===== config.mk =====
export PLATFORM = sky130hd
export DESIGN_NAME = ring_inject_arbiter
export DESIGN_NICKNAME = d
export VERILOG_FILES = /design/src/rtl/ring_inject_arbiter.sv
export SDC_FILE = /design/constraint.sdc
export NUM_CORES = 1
export LEC_CHECK = 0
export CORE_MARGIN = 10
export CORE_UTILIZATION = 35
export DETAILED_ROUTE_END_ITERATION = 16
export PLACE_DENSITY = 0.75
export SYNTH_ARGS = -nofsm -noshare
export SYNTH_HDL_FRONTEND = slang
export SYNTH_SLANG_ARGS = --single-unit
export TNS_END_PERCENT = 10

===== constraint.sdc =====
create_clock -name clock -period 5.7 [get_ports clock]
set_input_delay 0.855 -clock clock [delete_from_list [all_inputs] [get_ports clock]]
set_output_delay 0.855 -clock clock [all_outputs]
set_load 0.005 [all_outputs]

===== src/rtl/ring_inject_arbiter.sv =====
// Ring injection arbiter: round-robin with lock bursts and one grant in flight at a time.
// Optional starvation promotion is compiled in with RING_ARB_STARVATION_EN.
package ring_arb_pkg;
    typedef logic [31:0] ring_packet_t;
endpackage

// state  | meaning
// IDLE   | round-robin among requesters, starting after the last winner
// LOCKED | owner_q keeps the ring while it requests, up to LOCK_LIMIT grants
module ring_inject_arbiter
    import ring_arb_pkg::*;
#(
    parameter int NUM_REQ      = 4,
    parameter int LOCK_LIMIT   = 4,
    parameter int STARVE_LIMIT = 16
) (
    input  logic                       clock,
    input  logic                       reset_n,
    input  logic                       enable,
    input  logic         [NUM_REQ-1:0] req,
    input  logic         [NUM_REQ-1:0] lock,
    input  ring_packet_t [NUM_REQ-1:0] pkt_in,
    output logic         [NUM_REQ-1:0] gnt,
    input  logic                       fifo_full,
    input  logic                       fifo_almost_full,
    output logic                       fifo_wrreq,
    output ring_packet_t               fifo_data,
    output logic         [NUM_REQ-1:0] starve_flag
);

    localparam int IDX_W = $clog2(NUM_REQ);

    typedef enum logic {
        ST_IDLE   = 1'b0,
        ST_LOCKED = 1'b1
    } state_t;

    state_t             state_q, state_d;
    logic [3:0]         lock_cnt_q, lock_cnt_d;
    logic [IDX_W-1:0]   owner_q, owner_d;
    logic [IDX_W-1:0]   rr_last_q, rr_last_d;
    logic [NUM_REQ-1:0] gnt_q, gnt_d;
    logic               fifo_wrreq_q, fifo_wrreq_d;
    ring_packet_t       fifo_data_q, fifo_data_d;

    logic               arb_ok;
    logic               rr_found;
    logic [IDX_W-1:0]   rr_idx;
    logic [IDX_W-1:0]   rr_cand;
    logic               st_found;
    logic [IDX_W-1:0]   st_idx;
    logic               win_valid;
    logic [IDX_W-1:0]   win_idx;
    logic               owner_grant;
    logic [4:0]         lock_next;

    // A grant cycle is a handshake: the next arbitration waits for it to retire.
    assign arb_ok = enable && !fifo_full && !(fifo_wrreq_q && fifo_almost_full)
                    && (gnt_q == '0);

    always_comb begin
        rr_found = 1'b0;
        rr_idx   = '0;
        rr_cand  = '0;
        for (int k = 1; k <= NUM_REQ; k++) begin
            rr_cand = IDX_W'((int'(rr_last_q) + k) % NUM_REQ);
            if (!rr_found && req[rr_cand]) begin
                rr_found = 1'b1;
                rr_idx   = rr_cand;
            end
        end
    end

`ifdef RING_ARB_STARVATION_EN
    logic [NUM_REQ-1:0][7:0] wait_q, wait_d;
    logic [NUM_REQ-1:0]      promoted;

    always_comb begin
        wait_d = wait_q;
        for (int i = 0; i < NUM_REQ; i++) begin
            if (!req[i] || gnt_d[i] || gnt_q[i]) begin
                wait_d[i] = '0;
            end else if (wait_q[i] != 8'hFF) begin
                wait_d[i] = wait_q[i] + 8'd1;
            end
        end
    end

    always_ff @(posedge clock or negedge reset_n) begin
        if (!reset_n) begin
            wait_q <= '0;
        end else begin
            wait_q <= wait_d;
        end
    end

    always_comb begin
        starve_flag = '0;
        st_found    = 1'b0;
        st_idx      = '0;
        for (int i = 0; i < NUM_REQ; i++) begin
            starve_flag[i] = (wait_q[i] >= 8'(STARVE_LIMIT));
        end
        promoted = starve_flag & req;
        // Descending scan so the lowest promoted index is the one left standing.
        for (int i = NUM_REQ - 1; i >= 0; i--) begin
            if (promoted[i]) begin
                st_found = 1'b1;
                st_idx   = IDX_W'(i);
            end
        end
    end
`else
    assign starve_flag = '0;
    assign st_found    = 1'b0;
    assign st_idx      = '0;
`endif

    always_comb begin
        state_d      = state_q;
        lock_cnt_d   = lock_cnt_q;
        owner_d      = owner_q;
        rr_last_d    = rr_last_q;
        gnt_d        = '0;
        fifo_wrreq_d = 1'b0;
        fifo_data_d  = fifo_data_q;
        win_valid    = 1'b0;
        win_idx      = '0;
        owner_grant  = 1'b0;
        lock_next    = {1'b0, lock_cnt_q} + 5'd1;

        if (arb_ok) begin
            if (st_found) begin
                win_valid = 1'b1;
                win_idx   = st_idx;
            end else if (state_q == ST_LOCKED && req[owner_q]) begin
                win_valid   = 1'b1;
                win_idx     = owner_q;
                owner_grant = 1'b1;
            end else if (rr_found) begin
                win_valid = 1'b1;
                win_idx   = rr_idx;
            end

            if (win_valid) begin
                gnt_d[win_idx] = 1'b1;
                fifo_wrreq_d   = 1'b1;
                fifo_data_d    = pkt_in[win_idx];
                rr_last_d      = win_idx;
                if (owner_grant) begin
                    if (!lock[win_idx] || lock_next >= 5'(LOCK_LIMIT)) begin
                        state_d    = ST_IDLE;
                        lock_cnt_d = '0;
                    end else begin
                        lock_cnt_d = lock_next[3:0];
                    end
                end else if (lock[win_idx] && LOCK_LIMIT > 1) begin
                    state_d    = ST_LOCKED;
                    owner_d    = win_idx;
                    lock_cnt_d = 4'd1;
                end else begin
                    // Also covers a promoted requester preempting a lock owner.
                    state_d    = ST_IDLE;
                    lock_cnt_d = '0;
                end
            end else begin
                state_d    = ST_IDLE;
                lock_cnt_d = '0;
            end
        end
    end

    always_ff @(posedge clock or negedge reset_n) begin
        if (!reset_n) begin
            state_q      <= ST_IDLE;
            lock_cnt_q   <= '0;
            owner_q      <= '0;
            rr_last_q    <= IDX_W'(NUM_REQ - 1);
            gnt_q        <= '0;
            fifo_wrreq_q <= 1'b0;
            fifo_data_q  <= '0;
        end else begin
            state_q      <= state_d;
            lock_cnt_q   <= lock_cnt_d;
            owner_q      <= owner_d;
            rr_last_q    <= rr_last_d;
            gnt_q        <= gnt_d;
            fifo_wrreq_q <= fifo_wrreq_d;
            fifo_data_q  <= fifo_data_d;
        end
    end

    assign gnt        = gnt_q;
    assign fifo_wrreq = fifo_wrreq_q;
    assign fifo_data  = fifo_data_q;

endmodule


After elaboration in Yosys (flattened, before gate mapping)
Cells that the tools add are included.
- muxes and demuxes: 44
- add/subtract/negate cells: 5
- reduce and logical (&&, ||, !) cells: 20
- order comparisons: 8
- bitwise gates (word level): 1
- equality and inequality tests: 1
- operators with widths (operator ; count):
    binary-select mux 32 bit (select 2 bit) ; 1
    two-way mux 32 bit ; 1
    two-way mux 1 bit ; 23
    two-way mux 4 bit ; 5
    < comparator 2 x 3 -> 1 bit (second input constant) ; 6
    two-way mux 2 bit ; 7
    binary-select mux 1 bit (select 2 bit) ; 6
    logical AND 1 bit ; 9
    logical NOT 1 bit ; 6
    adder 4 x 1 -> 5 bit (second input constant) ; 1
    greater-or-equal comparator 5 x 3 -> 1 bit (second input constant) ; 1
    adder 2 x 1 -> 2 bit (second input constant) ; 2
    adder 2 bit (second input constant) ; 2
    logical NOT 4 bit ; 1
    AND reduction 2 bit ; 2
    AND reduction 4 bit ; 1
    inequality test 3 bit (second input constant) ; 1
    demux 1 bit (select 2 bit) ; 1
    greater-or-equal comparator 2 x 1 -> 1 bit (second input constant) ; 1
    logical OR 1 bit ; 1
    NOT 1 bit ; 1
- output and inout bits: 41
- word-level logic and storage cells: 86
- register bits after elaboration: 46
- input port bits: 141

Longest topological paths before layout
Gate-level depths: netlist of the first run.
- depth in word-level cells: 23
- gate-level depth with buffers: 8
- depth with buffers taken out: 6

Worst setup path after synthesis of the first run
No wires, ideal clock.
- path kind: input-to-reg
- start point: input port req[1]
- end point: register fifo_data_q[16] (netlist: fifo_data[16])
- path slack: 2.998 ns
- data arrival time: 2.577 ns
- required time: 5.575 ns
- library setup time: 0.125 ns
- buffers on the path: 1
- stages: 7
- path through: mux2_2 > o2bb2ai_4 > nand4b_4 > nand2_8 > buf_6 > mux4_2 > mux2_4
- longest elaborated chain between the ends: 17
- elaborated cells on any way between the ends: 34
- classes of those cells: 26 x mux; 8 x reduce/logical
- ends and longest elaborated chain (element ; RTL line ; text):
    start, declared ; 20 ; input logic [NUM_REQ-1:0] req,
    binary-select mux 1 bit (select 2 bit) ; 67 ; if (!rr_found && req[rr_cand]) begin
    two-way mux 1 bit (implied by the code) ; 67 ;
    two-way mux 1 bit ; 67 ;
    logical NOT 1 bit ; 67 ;
    logical AND 1 bit ; 67 ;
    two-way mux 1 bit ; 67 ;
    logical NOT 1 bit ; 67 ;
    logical AND 1 bit ; 67 ;
    two-way mux 1 bit ; 67 ;
    logical NOT 1 bit ; 67 ;
    logical AND 1 bit ; 67 ;
    two-way mux 2 bit / two-way mux 1 bit (equally long branches) ; 67 ;
    two-way mux 2 bit ; 140 ; end else if (rr_found) begin
    two-way mux 2 bit ; 136 ; end else if (state_q == ST_LOCKED && req[owner_q]) begin
    two-way mux 2 bit ; 132 ; if (arb_ok) begin
    binary-select mux 32 bit (select 2 bit) ; 148 ; fifo_data_d = pkt_in[win_idx];
    two-way mux 32 bit (implied by the code) ; 148 ;
    end signal, assigned ; 189 ; fifo_data_q <= fifo_data_d;
    end, declared ; 44 ; ring_packet_t fifo_data_q, fifo_data_d;
Several ways; a longest one is shown, not always the timed one. The select of a mux whose other input is x is not followed.
A chain may end at the register's enable or synchronous reset.

Worst setup path in the final report of the first run
- start point: input port req[3]
- end point: register owner_q[0]
- longest elaborated chain between the ends: 18
- elaborated cells on any way between the ends: 37
- classes of those cells: 28 x mux; 1 x bitwise; 8 x reduce/logical
- ends and longest elaborated chain (element ; RTL line ; text):
    binary-select mux 1 bit (select 2 bit) ; 67 ;
    two-way mux 1 bit (implied by the code) ; 67 ;
    two-way mux 1 bit ; 67 ;
    logical NOT 1 bit ; 67 ;
    logical AND 1 bit ; 67 ;
    two-way mux 1 bit ; 67 ;
    logical NOT 1 bit ; 67 ;
    logical AND 1 bit ; 67 ;
    [... 2 more ...] ; - ;
    logical AND 1 bit ; 67 ;
    two-way mux 2 bit / two-way mux 1 bit (equally long branches) ; 67 ;
    two-way mux 2 bit ; 140 ;
    two-way mux 2 bit ; 136 ;
    two-way mux 2 bit ; 132 ;
    binary-select mux 1 bit (select 2 bit) ; 157 ; end else if (lock[win_idx] && LOCK_LIMIT > 1) begin
    two-way mux 1 bit (implied by the code) ; 157 ;
    AND reduction 4 bit (no source line) ; - ;
    end signal, assigned ; 185 ; owner_q <= owner_d;
    end, declared ; 40 ; logic [IDX_W-1:0] owner_q, owner_d;
Several ways; a longest one is shown, not always the timed one. The select of a mux whose other input is x is not followed.

==> results_dict.tcl, run 1 <==
set metrics [dict create \
    synth.distinct_cells 45 \
    syn_inst 253 \
    die_h_um 112 \
    fin_skew_ns 0.00608 \
    leakagePower_nw 1.94 \
    async_flop_share_pct 100 \
    die-area_um2 12500 \
    dp_hpwl_mm 8.52 \
    hold_violations 0 \
    cpPeakStageDelay_ns 0.96 \
    startpoint_type "input port" \
    clockBufferDepth 2 \
    detailedPlace.worstSlack_ns 1.52 \
    drt-pass1-iter-count 6 \
    finalSetupViolCount 0 \
    path_buf_inv 1 \
    rsz0062_at_grt "no" \
    num_rows 33 \
    critPathKind "in -> reg" \
    cts_resized 0 \
    cp.arrival_ns 4.02 \
    core_area_um2 8220 \
    path_max_fanout 45 \
    ctsHtreeMaxLevel 2 \
    layout_common_cells "176 x clkdlybuf4s50_1, 44 x dfrtp_1, 33 x mux2_2" \
    place_congestion 0.810 \
    cts_sinks 46 \
    fin_ws_ns 1.86 \
    grt_pass1_wl_mm 16.6 \
    drive_above_1_share_pct 15.1 \
    tightest_slew_ns 1.24 \
    end_kind "flop" \
    final_max_slew_viol_count 0 \
    wl_per_cell_um 19.9 \
    internal_power_mw 1.34 \
    nets 565 \
    seq_area_frac_synth_pct 39.2 \
    diodes 0 \
    synth_edf_count 0 \
    ir_worst_vdd_v 0.000251 \
    yosysWarningCount 0 \
    clock_power_share_pct 11.4 \
    via_count 2758 \
    timing.fmax_mhz 261 \
    pwr-share-comb_pct 62.5 \
    ioPinCount 182 \
    grt_pass1_vias 3098 \
    dieWidth_um 112 \
    fin_setup_tns_ns 0 \
    path_clk_slew_ns 0.09 \
    cap_violations 0 \
    grtUsageTotal_pct 16.0 \
    grt_overflow 0 \
    outcome "finished clean" \
    postCtsSetupBuffers 0 \
    wl_mm 10.5 \
    crit_path_top_delay_cell "a21o_2" \
    ys_seq_elements 46 \
    hold_ws_ns 0.486 \
    crit_chain "clkdlybuf4s50_1, nor2b_1, o221a_2, a21o_2, mux2i_1, a2111oi_4, mux2_2" \
    critPathTopFamily "compound AO/OA/AOI/OAI gates" \
    final_area_um2 4860 \
    layout_commonest_cell "clkdlybuf4s50_1" \
    dpl_cell_area_um2 4750 \
    period_needed_ns 3.84 \
    power_frac_seq_pct 26.2 \
    io_buffers 177 \
    route.detailed.drc 0 \
    cts_tree "done" \
    cts_inserted_buffers 5 \
    viasPerCell 5.22 \
    cts_root_buf "clkbuf_8" \
    min_path_type "reg -> reg" \
    start_util_pct 35.8 \
    p_sw_mw 0.807 \
    clk_latency_ns 0.29 \
    required_ns 5.88 \
    fin_crit_sh_pct 67.3 \
    antenna_found_initial 0 \
    synth_area_um2 2950 \
    syn_avg_cell_area_um2 11.6 \
    detail-route-antenna-nets 0 \
    powerDensity_nw_per_um2 441 \
    grt_max_degree 52 \
    drt_iter0_drc 79 \
    ys.flop_type "dfrtp_1" \
    postCtsHoldBufs 0 \
    area_delta_synth_final_pct 65.1 \
    slew_headroom_pct 17.3 \
    swShare_pct 37.6 \
]
cell families after synthesis:
logic type                 Yosys count  synth area share, %
AOI/OAI and AO/OA                   68                 17.7
xor gates and xnor gates             1                0.297
adders and majority gates            2                0.849
buffers and inverters               22                 4.16
DFF                                 46                 39.2
muxes                               65                 28.3
other                                1                0.127
and+or+nand+nor                     48                 9.35
worst reg2reg max path, delay by kind of cell, from the launching register on:
family | cells | cell delay, ns
flops | 1 | 0.45
compound gates | 2 | 1.45
simple gates | 1 | 0.11
mux | 3 | 1.10
power groups by stage:
stage	clock network, mW	logic (mW)	registers, mW
final	0.244	1.34	0.562
after floorplan	0	0.849	0.562
after detailed placement	0	1.36	0.567
after global placement	0	1.34	0.559
after CTS	0.251	1.37	0.563
after global routing	0.260	1.46	0.582
Yosys cell counts, drive strengths merged (3+ instances only):
library cell / number / share of area [%]
dfrtp: 44 / 37
mux2: 35 / 14
o21ai: 27 / 4.6
mux2i: 20 / 6.8
nand2: 16 / 2.6
a22oi: 13 / 3.3
a32oi: 13 / 3.9
buf: 13 / 3.0
nor2: 11 / 1.5
mux4: 10 / 7.9
clkbuf: 6 / 0.76
a21o: 3 / 0.76
a21oi: 3 / 0.51
and2: 3 / 0.64
inv: 3 / 0.38
nand2b: 3 / 0.72
nor2b: 3 / 0.64
nor3: 3 / 0.51
metal layers:
layer	track usage, %	vias up	routed length [µm]
met5	0	-	0
met4	3.43	0	108
met3	7.46	6	1080
met2	27.7	134	5150
met1	17.5	1315	4190
li1	-	1303	-
per-stage QoR:
stage | cells | util (%) | power, mW
5_1_grt | 528 | 59.2 | 2.30
2_1_floorplan | 256 | - | 1.41
4_1_cts | 528 | 59.2 | 2.18
6_report | 528 | 59.2 | 2.15
3_5_place_dp | 520 | 57.8 | 1.93
3_3_place_gp | 520 | 57.8 | 1.89
flip-flops by register name (all words and copies together) (netlist names):
name / cells
fifo_data: 32
fifo_wrreq: 1
gnt: 4
lock_cnt_q: 4
owner_q: 2
rr_last_q: 2
state_q: 1
worst paths after layout:
check / startpoint / to / slack [ns] / cells after the start
max in group asynchronous: reset_n / fifo_data[30]$_DFFE_PN0P_ / 4.32 / 1
max reg2reg: owner_q[0]$_DFFE_PN0P_ / owner_q[0]$_DFFE_PN0P_ / 2.49 / 6
min in group asynchronous: reset_n / fifo_data[7]$_DFFE_PN0P_ / 0.74 / 1
min: fifo_data[5]$_DFFE_PN0P_ / fifo_data[5]$_DFFE_PN0P_ / 0.49 / 2
min reg2reg: fifo_data[5]$_DFFE_PN0P_ / fifo_data[5]$_DFFE_PN0P_ / 0.49 / 2
max: req[3] / owner_q[0]$_DFFE_PN0P_ / 1.86 / 7
area by class of cell:
class                           instances  area, µm²
Clock buffer                            6       72.6
Clock inverter                          2       37.5
Fill cell                             684       3350
Inverter                                3       11.3
Multi-Input combinational cell        188       1680
Sequential cell                        46       1150
Tap cell                              105        131
Timing Repair Buffer                  178       1770
Power figures use the tool's default switching activity.
==> run 2, diff against run 1 <==
- clock period: 5.7 -> 4 ns (I/O delays scaled with it)
==> results_dict.tcl, run 2 (synthesis results as in run 1) <==
set metrics [dict create \
    diodes 0 \
    core_area_um2 8220 \
    grt_pass1_wl_mm 16.9 \
    antenna_found_initial 0 \
    p_sw_mw 1.17 \
    end_kind "flop" \
    required_ns 4.18 \
    grt_overflow 0 \
    period_needed_ns 3.11 \
    instances_no_fill 531 \
    clk_latency_ns 0.30 \
    via_count 2804 \
    path_max_fanout 25 \
    final_max_slew_viol_count 0 \
    cts_inserted_buffers 5 \
    fin_crit_sh_pct 77.7 \
    internal_power_mw 1.93 \
    drt_iter0_drc 85 \
    clock_power_share_pct 11.6 \
    viasPerCell 5.28 \
    startpoint_type "input port" \
    dp.cells 523 \
    power_frac_seq_pct 26.0 \
    ctsHtreeMaxLevel 2 \
    timing.fmax_mhz 322 \
    layout_commonest_cell "clkdlybuf4s50_1" \
    cts_root_buf "clkbuf_8" \
    r2r_start "owner_q[0]$_DFFE_PN0P_" \
    cts_sinks 46 \
    fill_cells 687 \
    ir_worst_vdd_v 0.000334 \
    area_delta_synth_final_pct 66.1 \
    fin_skew_ns 0.00630 \
    leakagePower_nw 1.96 \
    path_clk_slew_ns 0.09 \
    start_util_pct 35.8 \
    grtUsageTotal_pct 16.5 \
    grt_pass1_vias 3207 \
    ioPinCount 182 \
    dieWidth_um 112 \
    postCtsSetupBuffers 0 \
    largest_register_ffs 32 \
    num_rows 33 \
    dp_hpwl_mm 8.76 \
    io_buffers 177 \
    drt-pass1-iter-count 4 \
    powerDensity_nw_per_um2 632 \
    cap_violations 0 \
    detail-route-antenna-nets 0 \
    pwr-share-comb_pct 62.4 \
    postCtsHoldBufs 0 \
    rsz0062_at_grt "no" \
    clockBufferDepth 2 \
    slew_headroom_pct 30.5 \
    die-area_um2 12500 \
    hold_violations 0 \
    cp.arrival_ns 3.29 \
    outcome "finished clean" \
    route.detailed.drc 0 \
    crit_start "req[3]" \
    fin_setup_tns_ns 0 \
    wl_mm 10.7 \
    drive_above_1_share_pct 16.0 \
    cts_tree "done" \
    nets 568 \
    swShare_pct 37.7 \
    place_congestion 0.789 \
    tightest_slew_ns 1.04 \
    layout_common_cells "176 x clkdlybuf4s50_1, 44 x dfrtp_1, 33 x mux2_2" \
    wl_per_cell_um 20.1 \
    cts_resized 0 \
    die_h_um 112 \
    finalPower_mw 3.09 \
    critPathKind "in -> reg" \
    min_path_type "in -> async" \
    grt_max_degree 47 \
    finalSetupViolCount 0 \
]
==> run 2: cell types whose count changed in the layout (fill, tap and decap cells not counted) <==
cell,before,now
inv_8,0,1
clkbuf_1,1,0
buf_4,1,4
==> run 2: path summary, 6_finish.rpt <==
path	to	slack [ns]	depth (start not counted)
setup / recovery	owner_q[0]$_DFFE_PN0P_	0.89	7
hold / removal	fifo_data[11]$_DFFE_PN0P_	0.47	1
setup reg to reg	owner_q[0]$_DFFE_PN0P_	1.21	6
hold reg to reg	fifo_data[10]$_DFFE_PN0P_	0.49	2
max in group asynchronous	fifo_data[13]$_DFFE_PN0P_	2.87	1
min in group clock	fifo_data[10]$_DFFE_PN0P_	0.49	2
==> run 2: area by class of cell <==
type / count / area, µm² / area share [%]
timing repair buffer: 181 / 1800 / 36.7
multi-input combinational: 188 / 1680 / 34.4
sequential: 46 / 1150 / 23.6
tap: 105 / 131 / 2.69
clock buffer: 5 / 68.8 / 1.41
clock inverter: 3 / 48.8 / 0.997
inverter: 3 / 11.3 / 0.230
==> run 2: metal layers <==
| metal | share of wire [%] | up-vias | track usage [%] |
|---|---|---|---|
| met5 | 0 | - | 0 |
| met4 | 1.2 | 0 | 3.94 |
| met3 | 11 | 8 | 8.48 |
| met2 | 49 | 137 | 28.2 |
| met1 | 39 | 1354 | 17.7 |
| li1 | - | 1305 | - |
==> run 2: power groups by stage <==
stage               sequential (mW)  combinational (mW)  clock, mW
floorplan                     0.801                1.21          0
global placement              0.797                1.92          0
detailed placement            0.811                1.97          0
CTS                           0.805                1.97      0.371
global route                  0.832                2.11      0.386
finish                        0.805                1.93      0.358
==> run 2: worst max-delay path: stages <==
cell and delay (ns):
clkdlybuf4s50_1 0.55, nor2b_1 0.19, o221a_2 0.24, a21o_2 0.58, mux2i_1 0.28, a2111oi_4 0.47, mux2_2 0.38
==> run 2: stage by stage <==
stage	area (µm²)	setup WS (ns)	utilization, %	hold slack, ns
floorplan	2960	1.55	-	0.304
global placement	4770	0.711	58.1	0.464
detailed placement	4770	0.525	58.1	0.470
CTS	4890	0.847	59.5	0.492
global route	4890	0.689	59.5	0.515
finish	4890	0.892	59.5	0.474
